File: config.mk
export PLATFORM = sky130hd
export DESIGN_NAME = accelerator_tensor_stream_indexer_flat
export DESIGN_NICKNAME = d
export VERILOG_FILES = /design/src/rtl/accelerator_tensor_stream_indexer_if.sv /design/src/rtl/accelerator_tensor_stream_indexer.sv /design/src/flat_wrapper.sv
export SDC_FILE = /design/constraint.sdc
export NUM_CORES = 2
export LEC_CHECK = 0
export CAP_MARGIN = 20
export CELL_PAD_IN_SITES_DETAIL_PLACEMENT = 1
export CELL_PAD_IN_SITES_GLOBAL_PLACEMENT = 2
export CORE_ASPECT_RATIO = 1.75
export CORE_MARGIN = 2
export CORE_UTILIZATION = 34
export DETAILED_ROUTE_END_ITERATION = 10
export PLACE_DENSITY = 0.87
export SLEW_MARGIN = 20
export SYNTH_ARGS = -nofsm -noshare
export SYNTH_HDL_FRONTEND = slang
export SYNTH_SLANG_ARGS = --single-unit
File: constraint.sdc
create_clock -name CLK -period 5.8 [get_ports CLK]
set_clock_uncertainty 0.05 [all_clocks]
set_input_delay 1.16 -clock CLK [delete_from_list [all_inputs] [get_ports CLK]]
set_output_delay 1.16 -clock CLK [all_outputs]
set_load 0.02 [all_outputs]
File: src/rtl/accelerator_tensor_stream_indexer_if.sv
// Stream bus between the tensor element source and the indexer: start/sizes in,
// framed element stream and completion pulse out.
`timescale 1ns/1ps
interface accelerator_tensor_stream_indexer_if #(
  parameter int DATA_SIZE = 64
);
  logic                 START;
  logic                 READY;
  logic [DATA_SIZE-1:0] SIZE_I_IN;
  logic [DATA_SIZE-1:0] SIZE_J_IN;
  logic [DATA_SIZE-1:0] SIZE_K_IN;
  logic                 DATA_IN_ENABLE;
  logic [DATA_SIZE-1:0] DATA_IN;
  logic                 DATA_OUT_I_ENABLE;
  logic                 DATA_OUT_J_ENABLE;
  logic                 DATA_OUT_K_ENABLE;
  logic [DATA_SIZE-1:0] DATA_OUT;
  logic [DATA_SIZE-1:0] INDEX_I_OUT;
  logic [DATA_SIZE-1:0] INDEX_J_OUT;
  logic [DATA_SIZE-1:0] INDEX_K_OUT;

  modport master (
    output START, SIZE_I_IN, SIZE_J_IN, SIZE_K_IN, DATA_IN_ENABLE, DATA_IN,
    input  READY, DATA_OUT_I_ENABLE, DATA_OUT_J_ENABLE, DATA_OUT_K_ENABLE,
           DATA_OUT, INDEX_I_OUT, INDEX_J_OUT, INDEX_K_OUT
  );

  modport slave (
    input  START, SIZE_I_IN, SIZE_J_IN, SIZE_K_IN, DATA_IN_ENABLE, DATA_IN,
    output READY, DATA_OUT_I_ENABLE, DATA_OUT_J_ENABLE, DATA_OUT_K_ENABLE,
           DATA_OUT, INDEX_I_OUT, INDEX_J_OUT, INDEX_K_OUT
  );
endinterface

File: src/rtl/accelerator_tensor_stream_indexer.sv
// Re-emits a row-major (k fastest) element stream with I/J/K framing strobes and
// (i,j,k) indices, and pulses READY with the last element of the tensor.
`timescale 1ns/1ps
module accelerator_tensor_stream_indexer #(
  parameter int DATA_SIZE    = 64,
  parameter int CONTROL_SIZE = 4
) (
  input  logic                                   CLK,
  input  logic                                   RST,
  accelerator_tensor_stream_indexer_if.slave     bus
);

  localparam logic [DATA_SIZE-1:0] One = DATA_SIZE'(1);

  if (CONTROL_SIZE < 2) begin : gControlTooNarrow
    $error("CONTROL_SIZE must be wide enough to hold the 2-bit state code");
  end

  typedef enum logic [1:0] {
    STARTER_STATE = 2'd0,
    INPUT_STATE   = 2'd1,
    ENDER_STATE   = 2'd2
  } state_e;

  state_e               state_q;
  logic [DATA_SIZE-1:0] sizeI_q, sizeJ_q, sizeK_q;
  logic [DATA_SIZE-1:0] i_q, j_q, k_q;
  logic [DATA_SIZE-1:0] i_d, j_d, k_d;
  logic                 kWrap, jWrap, iWrap, lastElem, anyZero;

  logic                 ready_q;
  logic                 iEn_q, jEn_q, kEn_q;
  logic [DATA_SIZE-1:0] dataOut_q;
  logic [DATA_SIZE-1:0] idxI_q, idxJ_q, idxK_q;

  // Nested wrap: k fastest, then j, then i; the full wrap marks the last element.
  always_comb begin
    kWrap    = (k_q == sizeK_q - One);
    jWrap    = (j_q == sizeJ_q - One);
    iWrap    = (i_q == sizeI_q - One);
    lastElem = kWrap && jWrap && iWrap;
    k_d      = kWrap ? '0 : k_q + One;
    j_d      = kWrap ? (jWrap ? '0 : j_q + One) : j_q;
    i_d      = (kWrap && jWrap) ? (iWrap ? '0 : i_q + One) : i_q;
    anyZero  = (bus.SIZE_I_IN == '0) || (bus.SIZE_J_IN == '0) || (bus.SIZE_K_IN == '0);
  end

  always_ff @(posedge CLK or negedge RST) begin
    if (!RST) begin
      state_q   <= STARTER_STATE;
      sizeI_q   <= '0;
      sizeJ_q   <= '0;
      sizeK_q   <= '0;
      i_q       <= '0;
      j_q       <= '0;
      k_q       <= '0;
      ready_q   <= 1'b0;
      iEn_q     <= 1'b0;
      jEn_q     <= 1'b0;
      kEn_q     <= 1'b0;
      dataOut_q <= '0;
      idxI_q    <= '0;
      idxJ_q    <= '0;
      idxK_q    <= '0;
    end else begin
      case (state_q)
        STARTER_STATE: begin
          ready_q <= 1'b0;
          iEn_q   <= 1'b0;
          jEn_q   <= 1'b0;
          kEn_q   <= 1'b0;
          if (bus.START) begin
            sizeI_q <= bus.SIZE_I_IN;
            sizeJ_q <= bus.SIZE_J_IN;
            sizeK_q <= bus.SIZE_K_IN;
            i_q     <= '0;
            j_q     <= '0;
            k_q     <= '0;
            // An empty tensor completes straight away.
            if (anyZero) begin
              state_q <= ENDER_STATE;
              ready_q <= 1'b1;
            end else begin
              state_q <= INPUT_STATE;
            end
          end
        end

        INPUT_STATE: begin
          if (bus.DATA_IN_ENABLE) begin
            dataOut_q <= bus.DATA_IN;
            idxI_q    <= i_q;
            idxJ_q    <= j_q;
            idxK_q    <= k_q;
            kEn_q     <= 1'b1;
            jEn_q     <= (k_q == '0);
            iEn_q     <= (j_q == '0) && (k_q == '0);
            i_q       <= i_d;
            j_q       <= j_d;
            k_q       <= k_d;
            // READY rides along with the last element's strobes.
            if (lastElem) begin
              state_q <= ENDER_STATE;
              ready_q <= 1'b1;
            end
          end else begin
            iEn_q <= 1'b0;
            jEn_q <= 1'b0;
            kEn_q <= 1'b0;
          end
        end

        ENDER_STATE: begin
          ready_q <= 1'b0;
          iEn_q   <= 1'b0;
          jEn_q   <= 1'b0;
          kEn_q   <= 1'b0;
          state_q <= STARTER_STATE;
        end

        default: begin
          ready_q <= 1'b0;
          iEn_q   <= 1'b0;
          jEn_q   <= 1'b0;
          kEn_q   <= 1'b0;
          state_q <= STARTER_STATE;
        end
      endcase
    end
  end

  assign bus.READY             = ready_q;
  assign bus.DATA_OUT_I_ENABLE = iEn_q;
  assign bus.DATA_OUT_J_ENABLE = jEn_q;
  assign bus.DATA_OUT_K_ENABLE = kEn_q;
  assign bus.DATA_OUT          = dataOut_q;
  assign bus.INDEX_I_OUT       = idxI_q;
  assign bus.INDEX_J_OUT       = idxJ_q;
  assign bus.INDEX_K_OUT       = idxK_q;

endmodule

File: src/flat_wrapper.sv
// flat-port wrapper written by rule: the top's interface ports become plain ports
module accelerator_tensor_stream_indexer_flat 
#(
  parameter int DATA_SIZE    = 64,
  parameter int CONTROL_SIZE = 4
)
  (CLK, RST, bus_START, bus_SIZE_I_IN, bus_SIZE_J_IN, bus_SIZE_K_IN, bus_DATA_IN_ENABLE, bus_DATA_IN, bus_READY, bus_DATA_OUT_I_ENABLE, bus_DATA_OUT_J_ENABLE, bus_DATA_OUT_K_ENABLE, bus_DATA_OUT, bus_INDEX_I_OUT, bus_INDEX_J_OUT, bus_INDEX_K_OUT);
  accelerator_tensor_stream_indexer_if #(.DATA_SIZE(DATA_SIZE)) bus_i ();
  input  logic CLK;
  input  logic RST;
  input wire logic [$bits(bus_i.START)-1:0] bus_START;
  input wire logic [$bits(bus_i.SIZE_I_IN)-1:0] bus_SIZE_I_IN;
  input wire logic [$bits(bus_i.SIZE_J_IN)-1:0] bus_SIZE_J_IN;
  input wire logic [$bits(bus_i.SIZE_K_IN)-1:0] bus_SIZE_K_IN;
  input wire logic [$bits(bus_i.DATA_IN_ENABLE)-1:0] bus_DATA_IN_ENABLE;
  input wire logic [$bits(bus_i.DATA_IN)-1:0] bus_DATA_IN;
  output wire logic [$bits(bus_i.READY)-1:0] bus_READY;
  output wire logic [$bits(bus_i.DATA_OUT_I_ENABLE)-1:0] bus_DATA_OUT_I_ENABLE;
  output wire logic [$bits(bus_i.DATA_OUT_J_ENABLE)-1:0] bus_DATA_OUT_J_ENABLE;
  output wire logic [$bits(bus_i.DATA_OUT_K_ENABLE)-1:0] bus_DATA_OUT_K_ENABLE;
  output wire logic [$bits(bus_i.DATA_OUT)-1:0] bus_DATA_OUT;
  output wire logic [$bits(bus_i.INDEX_I_OUT)-1:0] bus_INDEX_I_OUT;
  output wire logic [$bits(bus_i.INDEX_J_OUT)-1:0] bus_INDEX_J_OUT;
  output wire logic [$bits(bus_i.INDEX_K_OUT)-1:0] bus_INDEX_K_OUT;
  assign bus_i.START = bus_START;
  assign bus_i.SIZE_I_IN = bus_SIZE_I_IN;
  assign bus_i.SIZE_J_IN = bus_SIZE_J_IN;
  assign bus_i.SIZE_K_IN = bus_SIZE_K_IN;
  assign bus_i.DATA_IN_ENABLE = bus_DATA_IN_ENABLE;
  assign bus_i.DATA_IN = bus_DATA_IN;
  assign bus_READY = bus_i.READY;
  assign bus_DATA_OUT_I_ENABLE = bus_i.DATA_OUT_I_ENABLE;
  assign bus_DATA_OUT_J_ENABLE = bus_i.DATA_OUT_J_ENABLE;
  assign bus_DATA_OUT_K_ENABLE = bus_i.DATA_OUT_K_ENABLE;
  assign bus_DATA_OUT = bus_i.DATA_OUT;
  assign bus_INDEX_I_OUT = bus_i.INDEX_I_OUT;
  assign bus_INDEX_J_OUT = bus_i.INDEX_J_OUT;
  assign bus_INDEX_K_OUT = bus_i.INDEX_K_OUT;
  accelerator_tensor_stream_indexer #(.DATA_SIZE(DATA_SIZE), .CONTROL_SIZE(CONTROL_SIZE)) u_core (.CLK(CLK), .RST(RST), .bus(bus_i));
endmodule
==> report_table.html <==
<table>
<tr><th>Metric</th><th>Value</th></tr>
<tr><th colspan="2">Layout</th></tr>
<tr><td>Number of filler cells placed in the layout</td><td>11812</td></tr>
<tr><td>Post-route cell area</td><td>44000 um2</td></tr>
<tr><td>FF+latch area</td><td>16200 um2</td></tr>
<tr><td>Fin nets</td><td>4622</td></tr>
<tr><td>Area grow syn2layout</td><td>25.2%</td></tr>
<tr><td>Most common library cell in the layout ignoring fill and taps</td><td>nand2_1</td></tr>
<tr><td>Post-route insts no fill</td><td>5753</td></tr>
<tr><td>Total area of multi-input combinational cells</td><td>17800 um2</td></tr>
<tr><td>Commonest non-fill, non-tap cells in the layout</td><td>nand2_1, dfrtp_1, clkdlybuf4s50_1</td></tr>
<tr><td>Fraction of layout cells with a size suffix above 1</td><td>0.0948</td></tr>
<tr><th colspan="2">CTS</th></tr>
<tr><td>Root Buffer</td><td>clkbuf_16</td></tr>
<tr><td>H-tree lvl count</td><td>3</td></tr>
<tr><td>Largest buffer count on any clock path</td><td>3</td></tr>
<tr><td>Clock latency of the later-clocked register in the worst-skew pair</td><td>670 ps</td></tr>
<tr><td>Clock Sink Count</td><td>646</td></tr>
<tr><td>Clock transition at the register clock pins on the worst setup and hold paths after CTS</td><td>70 ps</td></tr>
<tr><td>CTS tree</td><td>done</td></tr>
<tr><td>Number of instances resized during post-cts repair</td><td>0</td></tr>
<tr><td>Inserted Clock Buffers</td><td>68</td></tr>
<tr><th colspan="2">Critical path</th></tr>
<tr><td>Max FO, Critical Path</td><td>23</td></tr>
<tr><td>Max incr delay on CP</td><td>700 ps</td></tr>
<tr><td>Required time of the critical path</td><td>6340 ps</td></tr>
<tr><td>Launching element type of the critical path</td><td>flop</td></tr>
<tr><td>Depth of the most critical reg-to-reg path</td><td>13</td></tr>
<tr><td>Critical Path Sink Type</td><td>flop</td></tr>
<tr><td>R2r startpoint</td><td>u_core.sizeK_q[20]</td></tr>
<tr><td>Flop2flop setup slack</td><td>350 ps</td></tr>
<tr><td>CP max stage cell</td><td>or4_1</td></tr>
<tr><td>Worst EP arrival</td><td>5990 ps</td></tr>
<tr><td>Crit Reg-Reg Endpoint</td><td>u_core.i_q[29]</td></tr>
<tr><td>Classification of the worst setup path</td><td>flop to flop</td></tr>
<tr><td>Ordered cell list for the critical path</td><td>nor4_1, nand4_1, or4_1, nor2_1, mux2_2, a2bb2oi_1, nor4_1, nand4_1, nor3_4, buf_12, o21ai_1, or4_1, a21oi_1</td></tr>
<tr><th colspan="2">Flow run</th></tr>
<tr><td>Number of maximum-capacitance violations</td><td>0</td></tr>
<tr><th colspan="2">Global route</th></tr>
<tr><td>Number of antenna violations at the first check in global routing</td><td>3</td></tr>
<tr><td>Pin count of the biggest net entering global routing</td><td>175</td></tr>
<tr><td>Number of global-route vias before repair</td><td>33823</td></tr>
<tr><td>Overall fraction of global-route tracks in use</td><td>0.267</td></tr>
<tr><td>First-pass GRT wire length</td><td>214000 um</td></tr>
<tr><td>Overflow left after global routing</td><td>0</td></tr>
<tr><th colspan="2">STA</th></tr>
<tr><td>Measured slew at the worst slew-check pin</td><td>1080 ps</td></tr>
<tr><td>Final Hold Viols</td><td>0</td></tr>
<tr><td>Unrepaired setup endpoints after global routing</td><td>false</td></tr>
<tr><td>Final critical delay including setup and external delays</td><td>5450 ps</td></tr>
<tr><td>TNS Setup</td><td>0 ps</td></tr>
<tr><td>Max_slew headroom</td><td>0.274</td></tr>
<tr><td>Final worst-path cycle share</td><td>0.940</td></tr>
<tr><td>Maximum clock frequency</td><td>0.183 GHz</td></tr>
<tr><td># setup viols final</td><td>0</td></tr>
<tr><td>Fin Hold WS</td><td>420 ps</td></tr>
<tr><td>Pins Over Slew Limit</td><td>0</td></tr>
<tr><th colspan="2">Placed design</th></tr>
<tr><td>Final weighted congestion in routability-driven placement</td><td>0.959</td></tr>
<tr><td>Placed cell area</td><td>41700 um2</td></tr>
<tr><td>Placed wire-length estimate</td><td>109000 um</td></tr>
<tr><td>Cell count after placement</td><td>5624</td></tr>
<tr><td>Port Buffers</td><td>519</td></tr>
<tr><th colspan="2">Synth</th></tr>
<tr><td>Post-synth net total</td><td>4217</td></tr>
<tr><td>Number of warning messages in the yosys log</td><td>0</td></tr>
<tr><td>Register area share after synthesis</td><td>0.460</td></tr>
<tr><td>Async set-reset flop share out of synthesis</td><td>1.00</td></tr>
<tr><td>Predominant post-synthesis flop cell</td><td>dfrtp_1</td></tr>
<tr><td>Syn Std Cell Area</td><td>35100 um2</td></tr>
<tr><td>Post-synth top area cell</td><td>dfrtp_1</td></tr>
<tr><td>Number of flops mapped to enable cells by yosys</td><td>0</td></tr>
<tr><td>Dominant cells by area after synthesis</td><td>dfrtp_1, nand2_1, mux2_2</td></tr>
<tr><td>Post-synthesis cell count</td><td>3949</td></tr>
<tr><td>Yosys reg bits</td><td>646</td></tr>
<tr><td>Mean instance size in the synthesized netlist</td><td>8.90 um2</td></tr>
<tr><td>Proportion of netlist area held by the largest area contributor</td><td>0.460</td></tr>
<tr><td>Number of different library cells in the post-synthesis netlist</td><td>89</td></tr>
<tr><th colspan="2">Floorplanning</th></tr>
<tr><td>Placement row count</td><td>156</td></tr>
<tr><td>I/O Pins</td><td>520</td></tr>
<tr><td>Starting density of the core</td><td>0.342</td></tr>
<tr><td>Die outline height</td><td>429 um</td></tr>
<tr><td>Total die area</td><td>106000 um2</td></tr>
<tr><td>Area of the core region</td><td>103000 um2</td></tr>
<tr><td>Die span in x</td><td>247 um</td></tr>
<tr><th colspan="2">Min path</th></tr>
<tr><td>Hold wc startpoint</td><td>u_core.bus.INDEX_K_OUT[61]</td></tr>
<tr><td>Hold-critical path endpoint</td><td>u_core.bus.INDEX_K_OUT[61]</td></tr>
<tr><td>Number of cells on the worst hold path</td><td>2</td></tr>
<tr><td>Worst min path class</td><td>flop to flop</td></tr>
<tr><th colspan="2">Routing</th></tr>
<tr><td>Drt initial violations</td><td>1856</td></tr>
<tr><td>WL final</td><td>143000 um</td></tr>
<tr><td>Detail Route Antenna Nets</td><td>0</td></tr>
<tr><td>Count of vias placed by the detailed router</td><td>32114</td></tr>
<tr><td>DRC errors left</td><td>0</td></tr>
<tr><td>DR vias/cell</td><td>5.58</td></tr>
<tr><td>Wire length per cell</td><td>24.9 um</td></tr>
<tr><td>First drt pass iteration count</td><td>5</td></tr>
<tr><th colspan="2">Pwr</th></tr>
<tr><td>Leak Pwr</td><td>18.4 nW</td></tr>
<tr><td>Switching power</td><td>0.00740 W</td></tr>
<tr><td>Register share of total power</td><td>0.392</td></tr>
<tr><td>Power Dens Cells</td><td>417 nW/um2</td></tr>
<tr><td>Post-route total power</td><td>0.0184 W</td></tr>
<tr><td>Power share of the clock group</td><td>0.247</td></tr>
<tr><td>Switching part of the total power</td><td>0.403</td></tr>
<tr><td>Combinational share of power</td><td>0.361</td></tr>
<tr><td>Internal Power</td><td>0.0110 W</td></tr>
<tr><td>Highest ir drop seen on vdd</td><td>265 uV</td></tr>
<tr><th colspan="2">Run status</th></tr>
<tr><td>Status</td><td>finished, final reports clean</td></tr>
</table>
==> registers in the layout, indices dropped and copies added, names as in the netlist, 2 cells and up <==
register / count
u_core.sizeJ_q: 64
u_core.j_q: 64
u_core.sizeI_q: 64
u_core.bus.INDEX_I_OUT: 64
u_core.bus.INDEX_J_OUT: 64
u_core.i_q: 64
u_core.bus.DATA_OUT: 64
u_core.state_q: 2
u_core.bus.INDEX_K_OUT: 64
u_core.sizeK_q: 64
u_core.k_q: 64
==> routing by layer <==
layer,GRT usage,wire length (um),vias up
met5,0,37,-
met4,0.121,6930,6
met3,0.0368,6140,314
met2,0.486,74300,868
li1,-,-,14699
met1,0.306,56000,16227
==> layout make-up <==
cell class | count | area share
clock inverters | 30 | 0.00691
well taps | 1343 | 0.0382
multi-input cells | 2997 | 0.405
diodes | 3 | 0.000171
flip-flops and latches | 646 | 0.367
clock buffers | 93 | 0.0438
repair buffers | 589 | 0.134
inverters | 52 | 0.00461
==> per-stage QoR <==
stage / worst slack [ps] / utilization
floorplan: 1270 / -
global placement: 386 / 0.406
detailed placement: 335 / 0.406
CTS: 315 / 0.427
global route: 17.4 / 0.428
finish: 350 / 0.428
==> critical path, delay by kind of cell (launching register included) <==
family,cells,cell delay [ps]
buffers and inverters,1,210
DFF,1,440
and+or+nand+nor,8,3700
muxes,1,350
AOI/OAI and AO/OA,3,600
==> power groups by stage <==
stage	logic, W	clock network (W)	registers (W)
after floorplan	0.00415	0	0.00687
after global placement	0.00651	0	0.00718
after detailed placement	0.00662	0	0.00722
after CTS	0.00666	0.00466	0.00716
after global routing	0.00720	0.00480	0.00734
final	0.00663	0.00454	0.00719
==> synth_stat cells, drive strengths merged (10+ instances only) <==
library cell	n
or2	16
nor2b	18
and4	15
o41ai	11
clkbuf	211
and3	76
nor3b	10
nor4	184
nand3	122
nor2	230
mux2i	15
dfrtp	646
o21ai	226
or3	46
nand2b	22
nand2	908
inv	51
nand3b	15
a31oi	28
o211ai	26
nor3	95
buf	43
xor2	143
xnor2	168
o2111ai	11
a21oi	74
o31ai	56
mux2	185
and2	20
or4	47
nor4b	10
nand4	106
==> repair_timing <==
action | CTS | global route
hold buffers | 0 | 0
buffers inserted | 0 | 3
endpoints found under the setup margin | 0 | 5
==> worst max-delay path by stage <==
stage / cells after the start / from / endpoint / slack (ps)
final: 13 / u_core.sizeK_q[20] / u_core.i_q[29] / 350
after global routing: 16 / u_core.sizeK_q[0] / u_core.i_q[29] / 20
after CTS: 13 / u_core.sizeJ_q[2] / u_core.i_q[29] / 310
after detailed placement: 13 / u_core.sizeJ_q[2] / u_core.i_q[29] / 340
after global placement: 13 / u_core.sizeJ_q[2] / u_core.i_q[29] / 390
after floorplan: 15 / u_core.sizeK_q[26] / u_core.i_q[63] / 1270
==> kinds of logic after synthesis <==
kind of cell / count (synthesis) / share of synthesized area
compound gates: 518 / 0.0919
xor+xnor: 312 / 0.0782
fa+ha+maj: 8 / 0.00285
buf+inv: 306 / 0.0339
flops: 646 / 0.460
mux: 200 / 0.0636
simple gates: 1959 / 0.269
No activity file was read; power rests on OpenSTA's default activity.
